## src/rtl/shifter_seq_pkg.sv

```systemverilog
// Shared encodings for the iterative shifter: operation codes, FSM states and op helpers.
// Used by shifter_seq, shift_step and the bench.
package shifter_seq_pkg;

  localparam logic [2:0] OP_PASS = 3'b000;
  localparam logic [2:0] OP_SRA  = 3'b001;
  localparam logic [2:0] OP_SLL  = 3'b010;
  localparam logic [2:0] OP_SRL  = 3'b100;
  localparam logic [2:0] OP_ROL  = 3'b101;
  localparam logic [2:0] OP_ROR  = 3'b110;

  typedef enum logic [1:0] {
    ST_IDLE  = 2'd0,
    ST_SHIFT = 2'd1,
    ST_DONE  = 2'd2
  } state_e;

  // 011 and 111 are unnamed codes that also behave as PASS.
  function automatic logic is_pass(input logic [2:0] op);
    return (op == OP_PASS) || (op == 3'b011) || (op == 3'b111);
  endfunction

endpackage

```

## src/rtl/shift_step.sv

```systemverilog
// Combinational single-step shifter/rotator: moves a word by amt bits for the given op and
// reports the last bit shifted out (zero for rotates, pass and amt == 0).
module shift_step
  import shifter_seq_pkg::*;
#(
  parameter int DATA_WIDTH  = 32,
  parameter int SHAMT_WIDTH = 5
) (
  input  logic [2:0]             op,
  input  logic [SHAMT_WIDTH-1:0] amt,
  input  logic [DATA_WIDTH-1:0]  din,
  output logic [DATA_WIDTH-1:0]  dout,
  output logic                   carry
);

  logic [SHAMT_WIDTH-1:0]  idx_r;
  logic [SHAMT_WIDTH-1:0]  idx_l;
  logic [2*DATA_WIDTH-1:0] rot_w;
  logic                    nz;

  // NOTE: every output gets a default first, so no path leaves a value held and no latch forms.
  always_comb begin
    nz    = (amt != '0);
    // Index of the last bit leaving the word: amt-1 for right shifts, DATA_WIDTH-amt for left.
    idx_r = amt - SHAMT_WIDTH'(1);
    idx_l = SHAMT_WIDTH'(DATA_WIDTH) - amt;
    rot_w = (op == OP_ROL) ? ({din, din} << amt) : ({din, din} >> amt);
    dout  = din;
    carry = 1'b0;
    case (op)
      OP_SRA: begin
        dout  = $signed(din) >>> amt;
        carry = nz & din[idx_r];
      end
      OP_SLL: begin
        dout  = din << amt;
        carry = nz & din[idx_l];
      end
      OP_SRL: begin
        dout  = din >> amt;
        carry = nz & din[idx_r];
      end
      OP_ROL:  dout = rot_w[2*DATA_WIDTH-1:DATA_WIDTH];
      OP_ROR:  dout = rot_w[DATA_WIDTH-1:0];
      default: dout = din;
    endcase
  end

endmodule

```

## src/rtl/shifter_seq.sv

```systemverilog
// Iterative multi-mode shifter: accepts an operand on a valid/ready handshake, shifts STEP bits
// per clock, holds the result until consumed. Optional status outputs under SHIFTER_STATUS_EN.
module shifter_seq
  import shifter_seq_pkg::*;
#(
  parameter int DATA_WIDTH  = 32,
  parameter int SHAMT_WIDTH = 5,
  parameter int STEP        = 1
) (
  input  logic                   clk,
  input  logic                   rst_n,
  input  logic                   in_valid,
  output logic                   in_ready,
  input  logic [2:0]             op,
  input  logic [SHAMT_WIDTH-1:0] shamt,
  input  logic [DATA_WIDTH-1:0]  data,
  output logic                   out_valid,
  input  logic                   out_ready,
  output logic [DATA_WIDTH-1:0]  dataOut
`ifdef SHIFTER_STATUS_EN
  ,
  output logic                   out_zero,
  output logic                   out_neg,
  output logic                   out_carry
`endif
);

  // One extra bit so STEP == DATA_WIDTH does not wrap to zero.
  localparam logic [SHAMT_WIDTH:0] STEP_C = (SHAMT_WIDTH + 1)'(STEP);

  state_e                  state_q, state_d;
  logic [DATA_WIDTH-1:0]   data_q, data_d, step_out;
  logic [2:0]              op_q, op_d;
  logic [SHAMT_WIDTH-1:0]  rem_q, rem_d, step_amt;
  logic                    step_carry;
  logic                    last_step;

  assign step_amt  = ({1'b0, rem_q} > STEP_C) ? STEP_C[SHAMT_WIDTH-1:0] : rem_q;
  assign last_step = ({1'b0, rem_q} <= STEP_C);

  shift_step #(
    .DATA_WIDTH (DATA_WIDTH),
    .SHAMT_WIDTH(SHAMT_WIDTH)
  ) u_step (
    .op   (op_q),
    .amt  (step_amt),
    .din  (data_q),
    .dout (step_out),
    .carry(step_carry)
  );

  // NOTE: sequential state uses <= so every flop samples pre-edge values, independent of order.
  always_ff @(posedge clk) begin
    if (!rst_n) state_q <= ST_IDLE;
    else        state_q <= state_d;
  end

  always_comb begin
    state_d = state_q;
    case (state_q)
      ST_IDLE: begin
        if (in_valid)
          state_d = (shamt != '0 && !is_pass(op)) ? ST_SHIFT : ST_DONE;
      end
      ST_SHIFT: if (last_step) state_d = ST_DONE;
      ST_DONE:  if (out_ready) state_d = ST_IDLE;
      default:  state_d = ST_IDLE;
    endcase
  end

  // Operands are captured only in IDLE; later input changes cannot disturb a running operation.
  always_comb begin
    data_d = data_q;
    op_d   = op_q;
    rem_d  = rem_q;
    case (state_q)
      ST_IDLE: begin
        if (in_valid) begin
          data_d = data;
          op_d   = op;
          rem_d  = shamt;
        end
      end
      ST_SHIFT: begin
        data_d = step_out;
        rem_d  = rem_q - step_amt;
      end
      default: ;
    endcase
  end

  // NOTE: datapath flops are reset too, since dataOut must read zero straight after reset.
  always_ff @(posedge clk) begin
    if (!rst_n) begin
      data_q <= '0;
      op_q   <= OP_PASS;
      rem_q  <= '0;
    end else begin
      data_q <= data_d;
      op_q   <= op_d;
      rem_q  <= rem_d;
    end
  end

  assign in_ready  = (state_q == ST_IDLE);
  assign out_valid = (state_q == ST_DONE);
  assign dataOut   = data_q;

`ifdef SHIFTER_STATUS_EN
  logic carry_d;

  // Carry follows the final shifting step; cleared on accept so PASS and shamt == 0 report 0.
  always_comb begin
    carry_d = out_carry;
    case (state_q)
      ST_IDLE:  if (in_valid) carry_d = 1'b0;
      ST_SHIFT: carry_d = step_carry;
      default:  ;
    endcase
  end

  always_ff @(posedge clk) begin
    if (!rst_n) begin
      out_zero  <= 1'b0;
      out_neg   <= 1'b0;
      out_carry <= 1'b0;
    end else begin
      out_zero  <= (data_d == '0);
      out_neg   <= data_d[DATA_WIDTH-1];
      out_carry <= carry_d;
    end
  end
`else
  logic unused_carry;
  assign unused_carry = step_carry;
`endif

endmodule

```

## config.mk

```make
export PLATFORM = sky130hd
export DESIGN_NAME = shifter_seq
export DESIGN_NICKNAME = d
export VERILOG_FILES = /design/src/rtl/shifter_seq_pkg.sv /design/src/rtl/shift_step.sv /design/src/rtl/shifter_seq.sv
export SDC_FILE = /design/constraint.sdc
export NUM_CORES = 1
export LEC_CHECK = 0
export BUFFER_PORTS_ARGS = -buffer_cell sky130_fd_sc_hd__buf_2
export CORE_MARGIN = 4
export CORE_UTILIZATION = 40
export CTS_BUF_LIST = sky130_fd_sc_hd__clkbuf_4
export DETAILED_ROUTE_END_ITERATION = 8
export MAX_ROUTING_LAYER = met4
export SLEW_MARGIN = 20
export SYNTH_ARGS = -nofsm -noshare
export SYNTH_HDL_FRONTEND = slang
export SYNTH_SLANG_ARGS = --single-unit
```

## constraint.sdc

```tcl
create_clock -name clk -period 4.4 [get_ports clk]
set_input_delay 0.22 -clock clk [delete_from_list [all_inputs] [get_ports clk]]
set_output_delay 0.22 -clock clk [all_outputs]
set_load 0.01 [all_outputs]
```

; ---- Word-level counts from Yosys, hierarchy flattened
; Cells that the tools add are included.
[totals]
regBits = 42
input_bits = 44
wordCells = 49
[op_classes]
n_addsub = 1
magnitude_cmp = 2
eq_ne = 13
n_shift = 5
mux = 12
n_reduce_logical = 12
[op_table]
columns = op, n
row1 = 32-bit one-hot mux with 5 select lines, 1
row2 = 64-bit 2-to-1 mux, 1
row3 = 32-bit one-hot mux with 2 select lines, 1
row4 = 64-bit by 5-bit left shift with 64-bit output, 1
row5 = 64-bit by 5-bit >> shifter with 64-bit output, 1
row6 = 32-bit 2-to-1 mux, 1
row7 = 32-bit by 5-bit left shift with 32-bit output, 1
row8 = 32-bit by 5-bit >> shifter with 32-bit output, 1
row9 = 32-bit by 5-bit >>> shifter with 32-bit output, 1
row10 = "3-bit == test, second input constant", 4
row11 = 5-bit 2-to-1 mux, 2
row12 = 5-bit one-hot mux with 2 select lines, 1
row13 = 2-bit 2-to-1 mux, 4
row14 = "3-bit by 2-bit == test with 1-bit output, second input constant", 2
row15 = "6-bit by 1-bit inequality test with 1-bit output, second input constant", 1
row16 = 2-bit one-hot mux with 3 select lines, 1
row17 = 3-bit AND reduction, 2
row18 = "5-bit by 1-bit greater-than comparator with 1-bit output, second input constant", 1
row19 = "5-bit by 1-bit less-or-equal comparator with 1-bit output, second input constant", 1
row20 = 5-bit nonzero test, 1
row21 = 5-bit subtractor, 1
row22 = "2-bit inequality test, second input constant", 2
row23 = 2-bit AND reduction, 2
row24 = "3-bit by 1-bit == test with 1-bit output, second input constant", 1
row25 = other kinds (9), 10

; ---- Longest topological paths before layout
; Gate-level depths: netlist of the first run.
[depth]
word_depth = 8
mapped_depth = 8
depth_no_buf = 7

; ---- Cells and area by module
; A second synthesis of the first run with hierarchy kept.
[unflattened]
hier_cells = 917
area_unflattened_um2 = 7797.5
[by_module_without_submodules]
columns = mod, instances, cells_each, area_per_inst_um2, seq_area_each_um2
row1 = shift_step, 1, 706, 5794.3, 0.0
row2 = shifter_seq, 1, 211, 2003.2, 840.8

; ---- Worst setup path before layout of the first run
; No wires, ideal clock.
[synth_path]
path_type = register to register
from = register rem_q[1]
to = register rem_q[4]
setup_ns = 0.115
arrival_time_ns = 1.677
t_required_ns = 4.285
path_slack_ns = 2.608
stages_incl_launch_ff = 9
n_path_buf = 1
cell_sequence = dfxtp_1 > or4_1 > buf_2 > nand2b_1 > ha_1 > nor3_1 > a31oi_1 > o21ai_0 > and2_1
[synth_via]
elab_chain_len = 4
[synth_rtl]
columns = element, line
row1 = from (decl), shifter_seq.sv:34  ; logic [SHAMT_WIDTH-1:0] rem_q, rem_d, step_amt;
row2 = from (signal assigned), shifter_seq.sv:101  ; rem_q <= rem_d;
row3 = 5-bit by 1-bit greater-than comparator with 1-bit output, shifter_seq.sv:38  ; assign step_amt = ({1'b0, rem_q} > STEP_C) ? STEP_C[SHAMT_WIDTH-1:0] : rem_q;
row4 = 5-bit 2-to-1 mux, shifter_seq.sv:38
row5 = 5-bit subtractor (*), shifter_seq.sv:86  ; rem_d = rem_q - step_amt;
row6 = 5-bit one-hot mux with 2 select lines (*), shifter_seq.sv:76  ; case (state_q)
; Mark *: on every way between the ends. The rest lies on a longest branch, timed or not.
; A chain may end at the register's enable or synchronous reset.

; ---- Worst setup path after layout of the first run
[layout_path]
from = register op_q[2]
to = register data_q[19], in the netlist dataOut[19]
[layout_via]
elab_chain_len = 4
word_cells_on_any_way = 10
classes_between = 6 x eq/ne / 3 x mux / 1 x reduce/logical
[layout_rtl]
columns = element, line
row1 = from (decl), shifter_seq.sv:33  ; logic [2:0] op_q, op_d;
row2 = from (signal assigned), shifter_seq.sv:100  ; op_q <= op_d;
row3 = 3-bit == test, "shift_step.sv:27, shift_step.sv:30"
row4 = 64-bit 2-to-1 mux, shift_step.sv:27  ; rot_w = (op == OP_ROL) ? ({din, din} << amt) : ({din, din} >> amt);
row5 = 32-bit one-hot mux with 5 select lines, shift_step.sv:30  ; case (op)
row6 = 32-bit one-hot mux with 2 select lines, shifter_seq.sv:76
row7 = to (signal assigned), shifter_seq.sv:99  ; data_q <= data_d;
row8 = to (decl), shifter_seq.sv:32  ; logic [DATA_WIDTH-1:0] data_q, data_d, step_out;
; Parallel ways exist; a longest one is shown, timed or not.

==> flow_metrics.env, run 1 <==
export IMPL_outcome="finished, final reports clean"
export IMPL_yosys_warnings=0
export IMPL_min_from="op[2]"
export IMPL_io_buffers=77
export IMPL_synth_nets=394
export IMPL_hold_violations=0
export IMPL_synth_edf_count=0
export IMPL_drcViolationCount=0
export IMPL_grt_pass1_wl_um=13000
export IMPL_path_class="flop to flop"
export IMPL_critPathMaxStageDelay_ns=0.94
export IMPL_cts_setup_buffers=0
export IMPL_worst_r2r_path_depth=6
export IMPL_endpoint_kind="flop"
export IMPL_min_period_ns=2.69
export IMPL_dp_cells=490
export IMPL_clk_pin_slew_ns=0.14
export IMPL_cts_root_buf="clkbuf_4"
export IMPL_synth_simple_gate_area_share_pct=15.7
export IMPL_syn_inst=349
export IMPL_hpwl_um=5210
export IMPL_die_w_um=92.0
export IMPL_ant_nets=0
export IMPL_synth_top_family_by_area="compound AO/OA/AOI/OAI gates"
export IMPL_ys_seq_area_share_pct=29.8
export IMPL_cts_buffers=5
export IMPL_rsz0062_at_grt="no"
export IMPL_cts_resized=0
export IMPL_critPathArrivalTime_ns=2.95
export IMPL_holdCritPathClass="input port to flop"
export IMPL_clock_skew_final_ns=0.0117
export IMPL_drt_iter0_markers=142
export IMPL_cp_max_fo=29
export IMPL_synth_ff_type="dfxtp_1"
export IMPL_final_cell_mix="buf_2 (77), a21oi_1 (47), dfxtp_1 (42)"
export IMPL_drv_cap=0
export IMPL_whs_endpoint="op_q[2]$_SDFFE_PN0P_"
export IMPL_critPathLaunchType="flop"
export IMPL_start_util_pct=41.3
export IMPL_async_flop_share_pct=0
export IMPL_routed_wl_um=7830
export IMPL_worstReg2RegEnd="dataOut[19]$_SDFFE_PN0P_"
export IMPL_n_antenna_cell=0
export IMPL_grt_pass1_vias=2649
export IMPL_relSlewSlack_pct=39.4
export IMPL_critical_path_top_delay_family="flip-flops"
export IMPL_peakVddDrop_v=0.000184
export IMPL_num_rows=30
export IMPL_setup_slack_ns=1.71
export IMPL_antenna_found_initial=0
export IMPL_synth_compound_area_share_pct=39.0
export IMPL_clk_latency_ns=0.36
export IMPL_required_ns=4.66
export IMPL_drt_first_pass_iters=4
export IMPL_cellLeakagePower_uw=0.00147
export IMPL_r2r_slack_ns=1.71
export IMPL_cp_buffers_inverters=1
export IMPL_cts_tree="yes"
export IMPL_max_freq_ghz=0.371
export IMPL_ioPinCount=78
export IMPL_synthMuxAreaShare_pct=8.16
export IMPL_cts_sinks=42
export IMPL_die_area_mm2=0.00846
export IMPL_mostFrequentLayoutCell="buf_2"
export IMPL_min_path_cells=3
export IMPL_synth_xor_area_share_pct=0
export IMPL_cts_hold_repair_buffers=0
export IMPL_cpMaxStageDelayCell="dfxtp_1"
export IMPL_syn_area_mm2=0.00282
export IMPL_tightest_slew_ns=0.908
export IMPL_placed_area_mm2=0.00318
export IMPL_track_usage_pct=18.7
export IMPL_cts_max_level=2
export IMPL_r2r_start="op_q[2]$_SDFFE_PN0P_"
export IMPL_synth_cell_types=42
export IMPL_finalSetupViolations=0
export IMPL_path_cells="nor2b_1 -> mux2i_2 -> buf_4 -> mux2i_1 -> a21oi_2 -> o221a_2"
export IMPL_design_area_mm2=0.00329
export IMPL_synthAdderAreaFrac_pct=0.444
export IMPL_drv_slew=0
export IMPL_fin_nets=446
export IMPL_final_cells=498
export IMPL_dieHeight_um=92.0
export IMPL_drive_above_1_share_pct=30.3
export IMPL_fin_setup_tns_ns=0
export IMPL_overflow=0
export IMPL_cts_buffer_depth=2
export IMPL_grt_start_max_net_pins=54
export IMPL_avgSynthCellArea_um2=8.08
export IMPL_via_count=2868
export IMPL_power_uw=1520
export IMPL_syn2layout_area_growth_pct=16.6
export IMPL_finalCritPeriodShare_pct=61.2
export IMPL_viasPerCell=5.76
export IMPL_power_density_mw_per_mm2=461
export IMPL_core_area_mm2=0.00683
export IMPL_pre_cts_slack_ns=1.74
export IMPL_wl_per_cell_um=15.7
export IMPL_place_gp_congestion=0.909
export IMPL_ys_seq_elements=42
cells in the mapped netlist, types with 3 or more instances:
cell	n	area, µm²
o31ai_1	3	22.5
clkbuf_1	18	67.6
dfxtp_1	42	841
buf_1	3	11.3
mux2i_1	23	230
nand2_1	10	37.5
buf_6	3	33.8
buf_4	3	22.5
or4_1	3	22.5
o22ai_1	12	75.1
nor2b_1	7	43.8
o221ai_1	4	35.0
nand2b_1	4	25.0
nor2_1	37	139
o31ai_2	8	100
a21oi_1	47	235
o32ai_1	10	87.6
nand3_1	12	60.1
nor3_1	12	60.1
inv_1	4	15.0
o21ai_0	20	100
a21o_1	12	90.1
buf_2	9	45.0
o221a_2	20	225
stage by stage:
stage               utilization (%)  hold slack (ns)
finish                         48.1            0.139
global route                   48.1            0.141
CTS                            48.1            0.134
detailed placement             46.6            0.520
global placement               46.6            0.505
floorplan                         -            0.386
power by group:
group | total [µW] | internal (µW) | switching [µW] | leakage (µW)
Sequential | 581 | 458 | 123 | 0.000348
Combinational | 620 | 273 | 348 | 0.00107
Clock | 316 | 178 | 138 | 0.0000554
Total | 1520 | 908 | 609 | 0.00147
worst max-delay path by stage:
stage | from | to | cells after the start
after floorplan | rem_q[1]$_SDFFE_PN0P_ | rem_q[4]$_SDFFE_PN0P_ | 8
after global placement | op_q[2]$_SDFFE_PN0P_ | dataOut[19]$_SDFFE_PN0P_ | 6
after detailed placement | op_q[2]$_SDFFE_PN0P_ | dataOut[19]$_SDFFE_PN0P_ | 6
after CTS | op_q[2]$_SDFFE_PN0P_ | dataOut[19]$_SDFFE_PN0P_ | 6
after global routing | op_q[2]$_SDFFE_PN0P_ | dataOut[19]$_SDFFE_PN0P_ | 6
final | op_q[2]$_SDFFE_PN0P_ | dataOut[19]$_SDFFE_PN0P_ | 6
tightest hold or removal path, cell delays in order:
cell	delay, ns
buf_2	0.10
mux2i_1	0.06
nor2b_1	0.09
area by class of cell:
cell class | instances | area [µm²]
multi-input cells | 267 | 1790
clock buffers | 5 | 37.5
clock inverters | 3 | 68.8
flip-flops and latches | 42 | 841
fillers | 730 | 3540
inverters | 4 | 15.0
well taps | 96 | 120
repair buffers | 81 | 415
cell families (layout without fill, tap and decap cells):
group	Yosys count	after routing
buf+inv	40	93
simple gates	91	91
mux	23	23
flops	42	42
compound gates	152	152
fa+ha+maj	1	1
routing by layer:
metal / vias up / track usage [%] / wire length, µm / share of wire (%)
met5: - / - / 0 / 0
met4: 0 / 3.59 / 46 / 0.59
met3: 5 / 3.28 / 553 / 7.1
met2: 107 / 28.7 / 3480 / 45
met1: 1311 / 25.9 / 3740 / 48
li1: 1445 / - / - / -
flip-flops by register name, summed over array words and instances, names as in the netlist:
register	count
dataOut	32
rem_q	5
op_q	3
state_q	2
Power figures use the tool's default switching activity.
==> run 2, diff against run 1 <==
--- a/config.mk
+++ b/config.mk
@@ -11,6 +11,7 @@
 export CTS_BUF_LIST = sky130_fd_sc_hd__clkbuf_4
 export DETAILED_ROUTE_END_ITERATION = 8
 export MAX_ROUTING_LAYER = met4
+export PLACE_DENSITY = 0.66
 export SLEW_MARGIN = 20
 export SYNTH_ARGS = -nofsm -noshare
 export SYNTH_HDL_FRONTEND = slang
==> constraint.sdc (replaced) <==
create_clock -name clk -period 2.3 [get_ports clk]
set_input_delay 0.115 -clock clk [delete_from_list [all_inputs] [get_ports clk]]
set_output_delay 0.115 -clock clk [all_outputs]
set_load 0.01 [all_outputs]
==> flow_metrics.env, run 2 (synthesis results as in run 1) <==
export IMPL_worstReg2RegEnd="rem_q[4]$_SDFFE_PN0P_"
export IMPL_ant_nets=0
export IMPL_io_buffers=77
export IMPL_peakVddDrop_v=0.000450
export IMPL_r2r_slack_ns=0.22
export IMPL_hold_violations=0
export IMPL_final_cell_mix="buf_2 (77), a21oi_1 (47), dfxtp_1 (42)"
export IMPL_finalSetupViolations=0
export IMPL_grt_pass1_vias=2788
export IMPL_whs_endpoint="op_q[2]$_SDFFE_PN0P_"
export IMPL_cts_sinks=42
export IMPL_fin_nets=455
export IMPL_core_area_mm2=0.00683
export IMPL_drv_slew=0
export IMPL_r2r_start="rem_q[1]$_SDFFE_PN0P_"
export IMPL_holdCritPathClass="input port to flop"
export IMPL_cp_max_fo=7
export IMPL_via_count=2931
export IMPL_cts_hold_repair_buffers=0
export IMPL_drt_first_pass_iters=4
export IMPL_worst_r2r_path_depth=7
export IMPL_cts_buffers=5
export IMPL_cts_setup_buffers=0
export IMPL_viasPerCell=5.78
export IMPL_cellLeakagePower_uw=0.00149
export IMPL_routed_wl_um=7890
export IMPL_pre_cts_slack_ns=0.265
export IMPL_min_path_cells=3
export IMPL_path_class="flop to flop"
export IMPL_design_area_mm2=0.00330
export IMPL_cts_max_level=2
export IMPL_critPathArrivalTime_ns=2.33
export IMPL_hpwl_um=5430
export IMPL_required_ns=2.55
export IMPL_grt_start_max_net_pins=43
export IMPL_drv_cap=0
export IMPL_endpoint_kind="flop"
export IMPL_placed_area_mm2=0.00325
export IMPL_critPathLaunchType="flop"
export IMPL_min_from="op[2]"
export IMPL_track_usage_pct=18.6
export IMPL_fin_setup_tns_ns=0
export IMPL_cts_root_buf="clkbuf_4"
export IMPL_cts_buffer_depth=2
export IMPL_utilization_pct=48.4
export IMPL_power_density_mw_per_mm2=818
export IMPL_cts_resized=0
export IMPL_cts_tree="yes"
export IMPL_setup_slack_ns=0.219
export IMPL_clk_pin_slew_ns=0.13
export IMPL_power_uw=2700
export IMPL_overflow=0
export IMPL_drive_above_1_share_pct=31.6
export IMPL_grt_pass1_wl_um=13100
export IMPL_max_freq_ghz=0.481
export IMPL_n_antenna_cell=0
export IMPL_start_util_pct=41.3
export IMPL_clock_skew_final_ns=0.00614
export IMPL_clk_latency_ns=0.34
export IMPL_tightest_slew_ns=0.843
export IMPL_dieHeight_um=92.0
export IMPL_min_period_ns=2.08
export IMPL_place_gp_congestion=0.841
export IMPL_finalCritPeriodShare_pct=90.5
export IMPL_relSlewSlack_pct=43.8
export IMPL_syn2layout_area_growth_pct=17.1
export IMPL_ioPinCount=78
export IMPL_antenna_found_initial=0
export IMPL_drt_iter0_markers=106
export IMPL_outcome="finished, final reports clean"
export IMPL_drcViolationCount=0
export IMPL_num_rows=30
export IMPL_mostFrequentLayoutCell="buf_2"
export IMPL_die_area_mm2=0.00846
export IMPL_wl_per_cell_um=15.6
export IMPL_largest_reg_flops=32
export IMPL_die_w_um=92.0
export IMPL_rsz0062_at_grt="no"
-- run 2: changes by cell type in the layout (fill, tap and decap cells not counted) --
cell | before | now
clkinv_4 | 1 | 0
buf_4 | 4 | 13
bufinv_16 | 2 | 0
clkinv_2 | 0 | 1
clkinv_1 | 0 | 1
clkinvlp_4 | 0 | 1
-- run 2: metrics by stage --
stage / std cells / hold WS (ns)
after global placement: 499 / 0.393
after floorplan: 349 / 0.281
final: 507 / 0.0492
after global routing: 507 / 0.0523
after CTS: 507 / 0.0391
after detailed placement: 499 / 0.407
-- run 2: final cells by class --
type	count	area (µm²)
tap	96	120
fill	707	3530
clock buffer	5	37.5
multi-input combinational	267	1790
inverter	4	15.0
clock inverter	3	16.3
sequential	42	841
timing repair buffer	90	483
-- run 2: per-layer routing --
layer | up-vias | part of all wire (%) | global-route usage, %
met5 | - | 0 | -
met4 | 0 | 0 | 2.72
met3 | 0 | 6.0 | 3.36
met2 | 99 | 45 | 30.8
met1 | 1378 | 49 | 24.4
li1 | 1454 | - | -
-- run 2: how the worst max path moves through the flow --
| stage | from | to | slack [ns] |
|---|---|---|---|
| 2_1_floorplan | rem_q[1]$_SDFFE_PN0P_ | rem_q[4]$_SDFFE_PN0P_ | 0.51 |
| 3_3_place_gp | rem_q[2]$_SDFFE_PN0P_ | dataOut[10]$_SDFFE_PN0P_ | 0.31 |
| 3_5_place_dp | rem_q[1]$_SDFFE_PN0P_ | rem_q[4]$_SDFFE_PN0P_ | 0.27 |
| 4_1_cts | rem_q[1]$_SDFFE_PN0P_ | rem_q[4]$_SDFFE_PN0P_ | 0.24 |
| 5_1_grt | op_q[2]$_SDFFE_PN0P_ | dataOut[31]$_SDFFE_PN0P_ | 0.09 |
| 6_report | rem_q[1]$_SDFFE_PN0P_ | rem_q[4]$_SDFFE_PN0P_ | 0.22 |
-- run 2: power by group --
group	switching (µW)	internal (µW)
Sequential	216	876
Combinational	694	549
Clock	252	114
-- run 2: worst max-delay path, cell delays in order, from the launching register on --
cell	delay (ns)
dfxtp_1	0.38
or4_1	0.71
nand2b_1	0.20
ha_1	0.23
nor3_1	0.07
a31oi_1	0.15
o21ai_0	0.09
and2_1	0.16
==> run 3, diff against run 2 <==
--- a/config.mk
+++ b/config.mk
@@ -5,14 +5,15 @@
 export SDC_FILE = /design/constraint.sdc
 export NUM_CORES = 1
 export LEC_CHECK = 0
+export ABC_AREA = 1
 export BUFFER_PORTS_ARGS = -buffer_cell sky130_fd_sc_hd__buf_2
 export CORE_MARGIN = 4
 export CORE_UTILIZATION = 40
 export CTS_BUF_LIST = sky130_fd_sc_hd__clkbuf_4
 export DETAILED_ROUTE_END_ITERATION = 8
 export MAX_ROUTING_LAYER = met4
-export PLACE_DENSITY = 0.66
 export SLEW_MARGIN = 20
 export SYNTH_ARGS = -nofsm -noshare
 export SYNTH_HDL_FRONTEND = slang
+export SYNTH_HIERARCHICAL = 1
 export SYNTH_SLANG_ARGS = --single-unit
==> flow_metrics.env, run 3 <==
export IMPL_cts_buffer_depth=2
export IMPL_drv_slew=0
export IMPL_failed_checks="setup timing"
export IMPL_place_gp_congestion=1.09
export IMPL_fillerInstances=1746
export IMPL_worst_r2r_path_depth=16
export IMPL_cp_max_fo=7
export IMPL_syn_area_mm2=0.00715
export IMPL_overflow=0
export IMPL_drcViolationCount=0
export IMPL_routed_wl_um=38200
export IMPL_tightest_slew_ns=0.870
export IMPL_hold_violations=0
export IMPL_holdCritPathClass="input port to flop"
export IMPL_relSlewSlack_pct=41.8
export IMPL_setup_slack_ns=-0.0313
export IMPL_wl_per_cell_um=21.2
export IMPL_clk_pin_slew_ns=0.16
export IMPL_finalSetupViolations=3
export IMPL_final_cell_mix="nand2_1 (364), nand3_1 (349), buf_4 (179)"
export IMPL_critPathArrivalTime_ns=2.69
export IMPL_clock_skew_final_ns=0.0160
export IMPL_grt_pass1_wl_um=55400
export IMPL_avgSynthCellArea_um2=5.31
export IMPL_endpoint_kind="flop"
export IMPL_p_int_uw=3130
export IMPL_cts_root_buf="clkbuf_4"
export IMPL_mostFrequentLayoutCell="nand2_1"
export IMPL_pwr_share_comb_pct=77.0
export IMPL_critPathLaunchType="flop"
export IMPL_min_path_cells=3
export IMPL_clkPwrFrac_pct=6.2
export IMPL_power_frac_seq_pct=16.8
export IMPL_drv_cap=0
export IMPL_clk_latency_ns=0.42
export IMPL_required_ns=2.66
export IMPL_max_freq_ghz=0.429
export IMPL_die_w_um=142
export IMPL_track_usage_pct=36.2
export IMPL_syn2layout_area_growth_pct=43.5
export IMPL_die_area_mm2=0.0201
export IMPL_rsz0062_at_grt="yes"
export IMPL_num_rows=48
export IMPL_path_class="flop to flop"
export IMPL_grt_pass1_vias=9873
export IMPL_min_period_ns=2.33
export IMPL_hpwl_um=26600
export IMPL_grt_util_met3_pct=8.26
export IMPL_fin_setup_tns_ns=-0.0611
export IMPL_via_count=11200
export IMPL_cts_tree="yes"
export IMPL_ioPinCount=78
export IMPL_cellLeakagePower_uw=0.00514
export IMPL_drt_iter0_markers=1650
export IMPL_start_util_pct=41.1
export IMPL_syn_inst=1346
export IMPL_ant_nets=0
export IMPL_utilization_pct=58.9
export IMPL_outcome="complete, but fails checks"
export IMPL_use_met2_pct=53.6
export IMPL_dieHeight_um=142
export IMPL_core_area_mm2=0.0174
export IMPL_viasPerCell=6.20
export IMPL_drt_first_pass_iters=8
export IMPL_placed_area_mm2=0.00862
export IMPL_finalCritPeriodShare_pct=101
export IMPL_power_density_mw_per_mm2=681
export IMPL_grt_start_max_net_pins=79
export IMPL_io_buffers=77
export IMPL_cts_max_level=2
export IMPL_cts_buffers=5
export IMPL_fin_nets=1624
export IMPL_busiest_layer="met2"
export IMPL_drive_above_1_share_pct=34.6
export IMPL_yosys_warnings=6
export IMPL_swShare_pct=55.2
export IMPL_cts_sinks=42
export IMPL_power_switching_uw=3860
export IMPL_met1_usage_pct=45.0
export IMPL_power_uw=6990
export IMPL_design_area_mm2=0.0103
export IMPL_n_antenna_cell=0
export IMPL_antenna_found_initial=0
export IMPL_largest_reg_flops=32
export IMPL_peakVddDrop_v=0.000652
[run 3: area by class of cell]
| cell class | count | area [µm²] | area share [%] |
|---|---|---|---|
| Multi-Input combinational cell | 1172 | 6490 | 63.2 |
| Sequential cell | 42 | 846 | 8.24 |
| Timing Repair Buffer | 309 | 2380 | 23.2 |
| Tap cell | 225 | 282 | 2.74 |
| Clock buffer | 5 | 37.5 | 0.366 |
| Clock inverter | 3 | 16.3 | 0.159 |
| Inverter | 48 | 195 | 1.90 |
| Timing Repair inverter | 1 | 16.3 | 0.159 |
[run 3: path summary, 6_finish.rpt]
path                                            start                  endpoint  slack (ns)
worst max-delay path            rem_q[2]$_SDFFE_PN0P_   dataOut[6]$_SDFFE_PN0P_       -0.03
worst min-delay path                         data[31]  dataOut[31]$_SDFFE_PN0P_        0.04
worst max register to register  rem_q[2]$_SDFFE_PN0P_   dataOut[6]$_SDFFE_PN0P_       -0.03
worst min register to register   op_q[0]$_SDFFE_PN0P_      op_q[0]$_SDFFE_PN0P_        0.53
[run 3: repair_timing]
action / CTS / global route
cloned: 0 / 4
setup buffers: 3 / 20
endpoints found under the hold margin: 34 / 0
pin swaps: 2 / 92
endpoints found under the setup margin: 32 / 31
hold buffers: 34 / 0
gates resized for setup: 14 / 236
[run 3: power by group through the flow]
stage	combinational, µW	clock [µW]	sequential (µW)
after detailed placement	4060	0	1130
after floorplan	2570	0	1090
after global placement	4030	0	1130
final	5380	431	1180
after CTS	4200	430	1120
after global routing	5700	460	1180
[run 3: critical path, cell delays in order (launching register included)]
cell and delay, ns:
dfxtp_2 0.36, nor2_4 0.15, nand2_2 0.09, inv_4 0.08, nand2_8 0.13, clkinv_8 0.13, buf_12 0.12, nand2_2 0.08
nand3_2 0.10, nand3_2 0.16, nand3_2 0.12, nand3_1 0.07, nand4_1 0.19, nand2_1 0.14, o21ai_1 0.15, nand2_1 0.06
a31oi_1 0.15
[run 3: stage by stage]
| stage | hold WS [ns] | cells | worst slack, ns |
|---|---|---|---|
| 2_1_floorplan | 0.258 | 1354 | 0.183 |
| 3_3_place_gp | 0.387 | 1736 | -0.293 |
| 3_5_place_dp | 0.392 | 1736 | -0.301 |
| 4_1_cts | 0.00848 | 1781 | 0.0153 |
| 5_1_grt | 0.0341 | 1805 | -0.148 |
| 6_report | 0.0357 | 1805 | -0.0313 |
[run 3: layer usage]
metal,routed length [µm],vias to the layer above
met5,0,-
met1,14400,5124
met2,16400,777
met4,2950,0
met3,4480,190
li1,-,5104
